--- config.mk ---
export PLATFORM = sky130hd
export DESIGN_NAME = fixedp_tc2sm_stream
export DESIGN_NICKNAME = d
export VERILOG_FILES = /design/src/rtl/fixedp_tc2sm_stream.sv
export SDC_FILE = /design/constraint.sdc
export NUM_CORES = 1
export LEC_CHECK = 0
export BUFFER_PORTS_ARGS = -buffer_cell sky130_fd_sc_hd__clkbuf_2
export CAP_MARGIN = 20
export CORE_MARGIN = 4
export CORE_UTILIZATION = 58
export DETAILED_ROUTE_END_ITERATION = 8
export GPL_TIMING_DRIVEN = 0
export PLACE_DENSITY = 0.88
export SLEW_MARGIN = 20
export SYNTH_ARGS = -nofsm -noshare
export SYNTH_HDL_FRONTEND = slang
export SYNTH_SLANG_ARGS = --single-unit
--- constraint.sdc ---
create_clock -name clk -period 3.5 [get_ports clk]
set_input_delay 0.525 -clock clk [delete_from_list [all_inputs] [get_ports clk]]
set_output_delay 0.525 -clock clk [all_outputs]
set_load 0.05 [all_outputs]
--- src/rtl/fixedp_tc2sm_stream.sv ---
// Two's-complement to sign-magnitude converter with a 2-stage valid/ready pipeline.
// The most negative input saturates to the largest magnitude; saturated deliveries are counted.
module fixedp_tc2sm_stream #(
    parameter int unsigned Q = 15,
    parameter int unsigned N = 32
) (
    input  logic         clk,
    input  logic         rst_n,
    input  logic [N-1:0] in_data,
    input  logic         in_valid,
    output logic         in_ready,
    output logic [N-1:0] out_data,
    output logic         out_sat,
    output logic         out_valid,
    input  logic         out_ready,
    output logic [15:0]  sat_count
);

    localparam int unsigned CNT_W = 16;

    // Q only scales the value; it must still fit inside the magnitude field.
    if (N < 4 || Q > N - 1) begin : g_param_check
        $error("fixedp_tc2sm_stream: requires N >= 4 and Q <= N-1");
    end

    typedef struct packed {
        logic         sat;
        logic [N-1:0] data;
    } word_t;

    logic         s1_valid;
    word_t        s1_word;
    word_t        out_word;
    word_t        conv_word;
    logic [N-1:0] neg_data;
    logic         is_min;
    logic         s1_ready;
    logic         s2_ready;

    assign s2_ready = !out_valid || out_ready;
    assign s1_ready = !s1_valid || s2_ready;
    assign in_ready = s1_ready;

    assign out_data = out_word.data;
    assign out_sat  = out_word.sat;

    assign neg_data = (~in_data) + N'(1);
    assign is_min   = (in_data == {1'b1, {(N-1){1'b0}}});

    // Sign/abs conversion; negative inputs always have a non-zero magnitude, so no -0.
    always_comb begin
        conv_word.sat  = 1'b0;
        conv_word.data = {1'b0, in_data[N-2:0]};
        if (in_data[N-1]) begin
            if (is_min) begin
                conv_word.sat  = 1'b1;
                conv_word.data = '1;
            end else begin
                conv_word.data = {1'b1, neg_data[N-2:0]};
            end
        end
    end

    // Stage 1: converted word register.
    always_ff @(posedge clk or negedge rst_n) begin
        if (!rst_n) begin
            s1_valid <= 1'b0;
            s1_word  <= '0;
        end else if (s1_ready) begin
            s1_valid <= in_valid;
            if (in_valid) begin
                s1_word <= conv_word;
            end
        end
    end

    // Stage 2: output register, held while downstream stalls.
    always_ff @(posedge clk or negedge rst_n) begin
        if (!rst_n) begin
            out_valid <= 1'b0;
            out_word  <= '0;
        end else if (s2_ready) begin
            out_valid <= s1_valid;
            if (s1_valid) begin
                out_word <= s1_word;
            end
        end
    end

    // Saturated-delivery counter, sticks at all ones.
    always_ff @(posedge clk or negedge rst_n) begin
        if (!rst_n) begin
            sat_count <= '0;
        end else if (out_valid && out_ready && out_word.sat && (sat_count != '1)) begin
            sat_count <= sat_count + CNT_W'(1);
        end
    end

endmodule

==> run_results.csv, run 1 <==
group,metric,value,unit
status,status,"finished clean",
critical_path,end_kind,"register",
power_and_ir_drop,switching_share,0.398,
routing,vias,3050,
synthesis,avgSynthCellArea,11.1,um^2
grt,overflow,0,
power_and_ir_drop,p_leak,2.07,nW
worst_hold_path,hold_path_class,"primary input to asynchronous set/reset pin",
critical_path,worstPathArrival,2430,ps
synthesis,synth_top_area_share,0.539,
power_and_ir_drop,p_switching,1.19,mW
floorplanning,die_h,90.0,um
routing,drcViolationCount,0,
synthesis,synth_most_common_cell,"dfrtp_1",
clock_network,clk_latency,350,ps
sta,slew_viol_final,0,
synthesis,postSynth.asyncResetShare,1.00,
cells_and_area,num_antenna_cells,0,
synthesis,yosysTopAreaCell,"dfrtp_1",
placement,io_buffers,85,
clock_network,cts_setup_buffers,0,
clock_network,clk_pin_slew,80,ps
synthesis,yosys_warnings,0,
grt,antenna_found_initial,0,
critical_path,required,3770,ps
clock_network,post_cts_resized,0,
synthesis,ys_types,39,
floorplanning,rows,29,
cells_and_area,drive_gt1_frac,0.312,
synthesis,yosys-top-cells-area,"dfrtp_1 54%, mux2_2 9.8%, xor2_1 6.7%, a21oi_1 3.9%, nor2_1 3.9%",
sta,fin_ws,1330,ps
clock_network,root_buffer,"clkbuf_8",
clock_network,cts_hold_buffers,0,
grt,grt_pass1_wl,15.3,mm
power_and_ir_drop,p_per_area,644,nW/um^2
run,cap_violations,0,
synthesis,synth_edf_count,0,
power_and_ir_drop,power_frac_clock,0.223,
synthesis,netlist_area,3900,um^2
clock_network,clock_sinks,84,
cells_and_area,multiInputGateArea,1700,um^2
floorplanning,die_w,90.0,um
synthesis,synth_common_cells,"84 x dfrtp_1, 40 x nor2_1, 34 x mux2_2, 30 x a21oi_1, 30 x xor2_1",
floorplanning,start_util,0.607,
synthesis,ys_seq_elements,84,
floorplanning,die-area,8100,um^2
synthesis,synthesis.nets,389,
routing,first_iter_violations,178,
grt,gr-usage-all-layers,0.230,
grt,first_global_vias,3282,
clock_network,cts_tree,"yes",
sta,setup_tns,0,ps
synthesis,synthFlopType,"dfrtp_1",
placement,gp_congestion,0.906,
clock_network,clockBufferDepth,2,
sta,hold_viol,0,
critical_path,critPathKind,"primary input to register",
cells_and_area,num-fill-cells,488,
placement,dp_slack,987,ps
sta,maxSlewHeadroom,0.572,
synthesis,synth_cells,351,
cells_and_area,ff_latch_area,2100,um^2
grt,grt_max_degree,52,
placement,dp_hpwl,6.51,mm
power_and_ir_drop,ir_worst_vdd,0.350,mV
routing,avgViaCountPerCell,5.77,
synthesis,yosysSeqAreaShare,0.539,
sta,fmax,0.462,GHz
sta,period_share,0.619,
routing,wl_per_cell,16.7,um
floorplanning,io_pins,87,
clock_network,h-tree-depth,3,
routing,drt_pass1_iterations,4,
power_and_ir_drop,pwr-share-seq,0.433,
sta,worst_pin_slew,636,ps
clock_network,cts_made_buffers,9,
floorplanning,coreArea,6420,um^2
sta,setup_viol,0,
sta,fin_crit,2170,ps
routing,ant_nets,0,
sta,worst_clock_skew,6.27,ps
sta,rsz0062_at_grt,"no",
critical_path,startpoint_type,"primary input",
power_and_ir_drop,report.power.total,2.98,mW
cells_and_area,synthToLayoutAreaGrowth,18.9,%
critical_path,cp_max_fo,10,
cells_and_area,final_nets,486,
power_and_ir_drop,p_comb_frac,0.343,
routing,wl,8.85,mm
power_and_ir_drop,internal-power,1.80,mW
[kinds of logic (layout without fill, tap and decap cells)]
kind of cell / count (synthesis) / count (layout) / share of synthesized area
compound gates: 62 / 62 / 0.100
xor+xnor: 41 / 41 / 0.0921
fa+ha+maj: 2 / 2 / 0.00642
buf+inv: 19 / 120 / 0.0241
flops: 84 / 84 / 0.539
mux: 35 / 35 / 0.101
simple gates: 108 / 108 / 0.137
[final cells by class]
type,count,share of cell area
clock inverters,2,0.00756
flip-flops and latches,84,0.454
inverters,3,0.00243
clock buffers,13,0.0321
repair buffers,86,0.0983
plain buffers,16,0.0178
multi-input cells,248,0.367
well taps,77,0.0208
[cell usage in the layout (no fill, tap or decap), drive strengths merged, types with 3 or more instances in the layout]
cell type / instances
xnor2: 11
nand2b: 5
o21ai: 6
nor4: 4
nand4: 5
nand3: 11
nand2: 20
xor2: 30
o31ai: 12
buf: 7
nor2: 40
o41ai: 8
mux2: 34
inv: 3
clkbuf: 108
a21oi: 31
nor3: 6
dfrtp: 84
[critical path: stages]
cell	delay (ps)
clkbuf_2	110
inv_1	100
ha_1	170
nor3b_1	360
nand4_2	320
nor2_1	270
a31oi_1	210
buf_6	200
a21oi_1	140
[metal layers]
metal  track usage  share of wire  up-vias
met4         0.105          0.022        0
met5             0              0        -
met1         0.282           0.42     1507
li1              -              -     1430
met2         0.395           0.51       94
met3        0.0467          0.054       19
[final timing paths]
check	from	endpoint	slack, ps	depth (start not counted)
worst min register to register	s1_word[30]$_DFFE_PN0P_	s1_word[30]$_DFFE_PN0P_	480	2
max in group asynchronous	rst_n	s1_word[15]$_DFFE_PN0P_	2730	2
worst max register to register	sat_count[7]$_DFFE_PN0P_	sat_count[9]$_DFFE_PN0P_	1380	6
worst min-delay path	rst_n	sat_count[5]$_DFFE_PN0P_	160	1
worst max-delay path	in_data[0]	s1_word[27]$_DFFE_PN0P_	1330	9
min in group clk	in_valid	s1_valid$_DFFE_PN0N_	400	2
[sequential cells by signal, indices dropped and copies added, names as in the netlist]
name and flops:
sat_count 16, s1_valid 1, out_data 32, s1_word 33, out_sat 1, out_valid 1
[power groups by stage]
stage | Clock, mW | Combinational, mW | Sequential, mW
floorplan | 0 | 0.289 | 1.76
global placement | 0 | 1.00 | 1.30
detailed placement | 0 | 1.03 | 1.31
CTS | 0.677 | 1.03 | 1.29
global route | 0.713 | 1.09 | 1.32
finish | 0.666 | 1.02 | 1.29
[metrics by stage]
stage | instance area (um^2) | std cells | utilization | hold WS, ps
finish | 4630 | 529 | 0.722 | 155
global route | 4630 | 529 | 0.722 | 185
CTS | 4630 | 529 | 0.722 | 166
detailed placement | 4450 | 514 | 0.693 | 469
global placement | 4420 | 513 | 0.688 | 458
floorplan | 3900 | 351 | - | 229
Note: power is estimated with default switching activity, not from simulation.
==> run 2, diff against run 1 <==
CORE_UTILIZATION = 49   (was 58)
PLACE_DENSITY = 0.79   (was 0.88)
clock period = 1.9 ns   (was 3.5 ns; I/O delays follow)
==> run 2 against run 1 <==
Net effect: clock skew is 9.1 ps higher; global-route usage is 3.9 points lower; sequential share of layout area is 0.94 points lower; count of clock-buffer cells in the layout is 2 lower; clock power is 98% higher; via count is 2.3% lower; setup slack worse by 1300 ps; first-iteration DRC count is 51% lower; hold slack better by 2.2 ps; sequential power is 84% higher; non-clock buffer count stayed put; critical path depth is 3 lower.
==> run_results.csv, run 2 (same netlist as run 1, synthesis figures left out) <==
group,metric,value,unit
critical_path,worstPathArrival,2070,ps
critical_path,startpoint_type,"primary input",
cells_and_area,num_antenna_cells,0,
clock_network,clockBufferDepth,2,
floorplanning,coreArea,7730,um^2
grt,antenna_found_initial,0,
floorplanning,die_w,97.2,um
cells_and_area,drive_gt1_frac,0.360,
placement,dp_hpwl,6.37,mm
cells_and_area,final_common_cell,"clkbuf_2",
routing,wl,8.52,mm
clock_network,root_buffer,"clkbuf_8",
grt,overflow,0,
power_and_ir_drop,p_switching,2.23,mW
routing,drcViolationCount,0,
cells_and_area,final_nets,486,
power_and_ir_drop,power_frac_clock,0.237,
sta,fin_crit,1850,ps
critical_path,end_kind,"register",
sta,fmax,0.542,GHz
floorplanning,start_util,0.505,
cells_and_area,layout_common_cells,"85 x clkbuf_2, 73 x dfrtp_1, 39 x nor2_1",
sta,rsz0062_at_grt,"no",
clock_network,cts_tree,"yes",
floorplanning,rows,32,
routing,first_iter_violations,87,
power_and_ir_drop,ir_worst_vdd,0.597,mV
clock_network,h-tree-depth,3,
floorplanning,die-area,9450,um^2
routing,highest_layer,"met4",
critical_path,cp_max_fo,8,
sta,hold_viol,0,
clock_network,clk_latency,350,ps
routing,vias,2980,
placement,gp_congestion,0.859,
routing,met2_length,4.22,mm
grt,grt_max_degree,51,
grt,grt_pass1_wl,14.9,mm
sta,period_share,0.972,
placement,placed_area,4510,um^2
clock_network,clk_pin_slew,90,ps
worst_hold_path,hold_path_class,"primary input to register",
critical_path,required,2130,ps
floorplanning,die_h,97.2,um
power_and_ir_drop,switching_share,0.399,
routing,ant_nets,0,
cells_and_area,largest-register,"s1_word",
sta,worst_pin_slew,603,ps
sta,slew_viol_final,0,
clock_network,clock_sinks,84,
grt,first_global_vias,3129,
routing,avgViaCountPerCell,5.37,
power_and_ir_drop,pwr-share-seq,0.425,
clock_network,cts_made_buffers,9,
power_and_ir_drop,p_per_area,1170,nW/um^2
status,status,"finished clean",
sta,worst_clock_skew,15.4,ps
cells_and_area,synthToLayoutAreaGrowth,22.2,%
power_and_ir_drop,internal-power,3.36,mW
cells_and_area,largest_reg_flops,33,
cells_and_area,num-fill-cells,618,
grt,gr-usage-all-layers,0.192,
power_and_ir_drop,p_leak,2.08,nW
routing,wl_met3,432,um
floorplanning,io_pins,87,
power_and_ir_drop,p_comb_frac,0.339,
run,cap_violations,0,
routing,drt_pass1_iterations,4,
critical_path,critPathKind,"primary input to register",
routing,wl_met1,3.71,mm
routing,wl_per_cell,15.3,um
sta,setup_viol,0,
placement,io_buffers,85,
cells_and_area,finalInstanceArea,4760,um^2
sta,maxSlewHeadroom,0.598,
power_and_ir_drop,report.power.total,5.59,mW
-- run 2: cell types whose count changed in the layout (fill, tap and decap cells not counted), sizes merged --
cell | previous run | this run
buf | 7 | 6
clkbuf | 108 | 106
clkinv | 1 | 3
clkinvlp | 0 | 1
dlygate4sd3 | 0 | 1
-- run 2: layer usage --
layer | global-route usage | vias up
met2 | 0.321 | 69
met5 | 0 | -
met3 | 0.0452 | 14
met1 | 0.240 | 1465
met4 | 0.0756 | 0
li1 | - | 1432
-- run 2: per-stage QoR --
stage | setup TNS, ps | hold WS [ps] | cells | util | setup slack [ps]
floorplan | -6.13 | -10.6 | 351 | - | -6.13
global placement | -31270 | 462 | 538 | 0.579 | -421
detailed placement | -11700 | 311 | 539 | 0.583 | -393
CTS | 0 | 148 | 556 | 0.614 | 24.2
global route | 0 | 167 | 555 | 0.616 | 11.6
finish | 0 | 157 | 555 | 0.616 | 53.7
-- run 2: worst max-delay path: stages --
cell and delay, ps:
clkbuf_2 120, nor4_1 460, nand2_1 310, o41ai_1 540, xor2_1 250, a21oi_1 100
-- run 2: final timing paths --
kind | start | slack, ps | end | cells past startpoint
max | in_data[10] | 50 | s1_word[29]$_DFFE_PN0P_ | 6
min | in_valid | 160 | s1_valid$_DFFE_PN0N_ | 2
max reg2reg | sat_count[7]$_DFFE_PN0P_ | 110 | sat_count[1]$_DFFE_PN0P_ | 4
min reg2reg | sat_count[13]$_DFFE_PN0P_ | 480 | sat_count[13]$_DFFE_PN0P_ | 1
max in group asynchronous | rst_n | 800 | sat_count[12]$_DFFE_PN0P_ | 3
min in group asynchronous | rst_n | 460 | sat_count[4]$_DFFE_PN0P_ | 2
-- run 2: power groups by stage --
| stage | Combinational (mW) | Clock, mW | Sequential (mW) |
|---|---|---|---|
| 3_3_place_gp | 1.86 | 0 | 2.40 |
| 2_1_floorplan | 0.535 | 0 | 3.25 |
| 5_1_grt | 2.02 | 1.44 | 2.43 |
| 6_report | 1.89 | 1.32 | 2.37 |
| 3_5_place_dp | 1.90 | 0 | 2.41 |
| 4_1_cts | 1.91 | 1.34 | 2.38 |
-- run 2: what timing repair did --
| action | CTS | global route |
|---|---|---|
| hold buffers | 1 | 0 |
| endpoints found under the setup margin | 23 | 37 |
| cloned | 0 | 0 |
| setup buffers | 0 | 0 |
| resized for setup | 2 | 5 |
| pin swaps | 0 | 1 |
| hold endpoints to repair | 34 | 0 |
-- run 2: cell type report --
type	instances	area, um^2	share of cell area
Buffer	15	80.1	0.0168
Clock buffer	11	151	0.0318
Clock inverter	5	60.1	0.0126
Inverter	3	11.3	0.00236
Multi-Input combinational cell	248	1750	0.368
Sequential cell	84	2120	0.444
Tap cell	102	128	0.0268
Timing Repair Buffer	87	465	0.0977
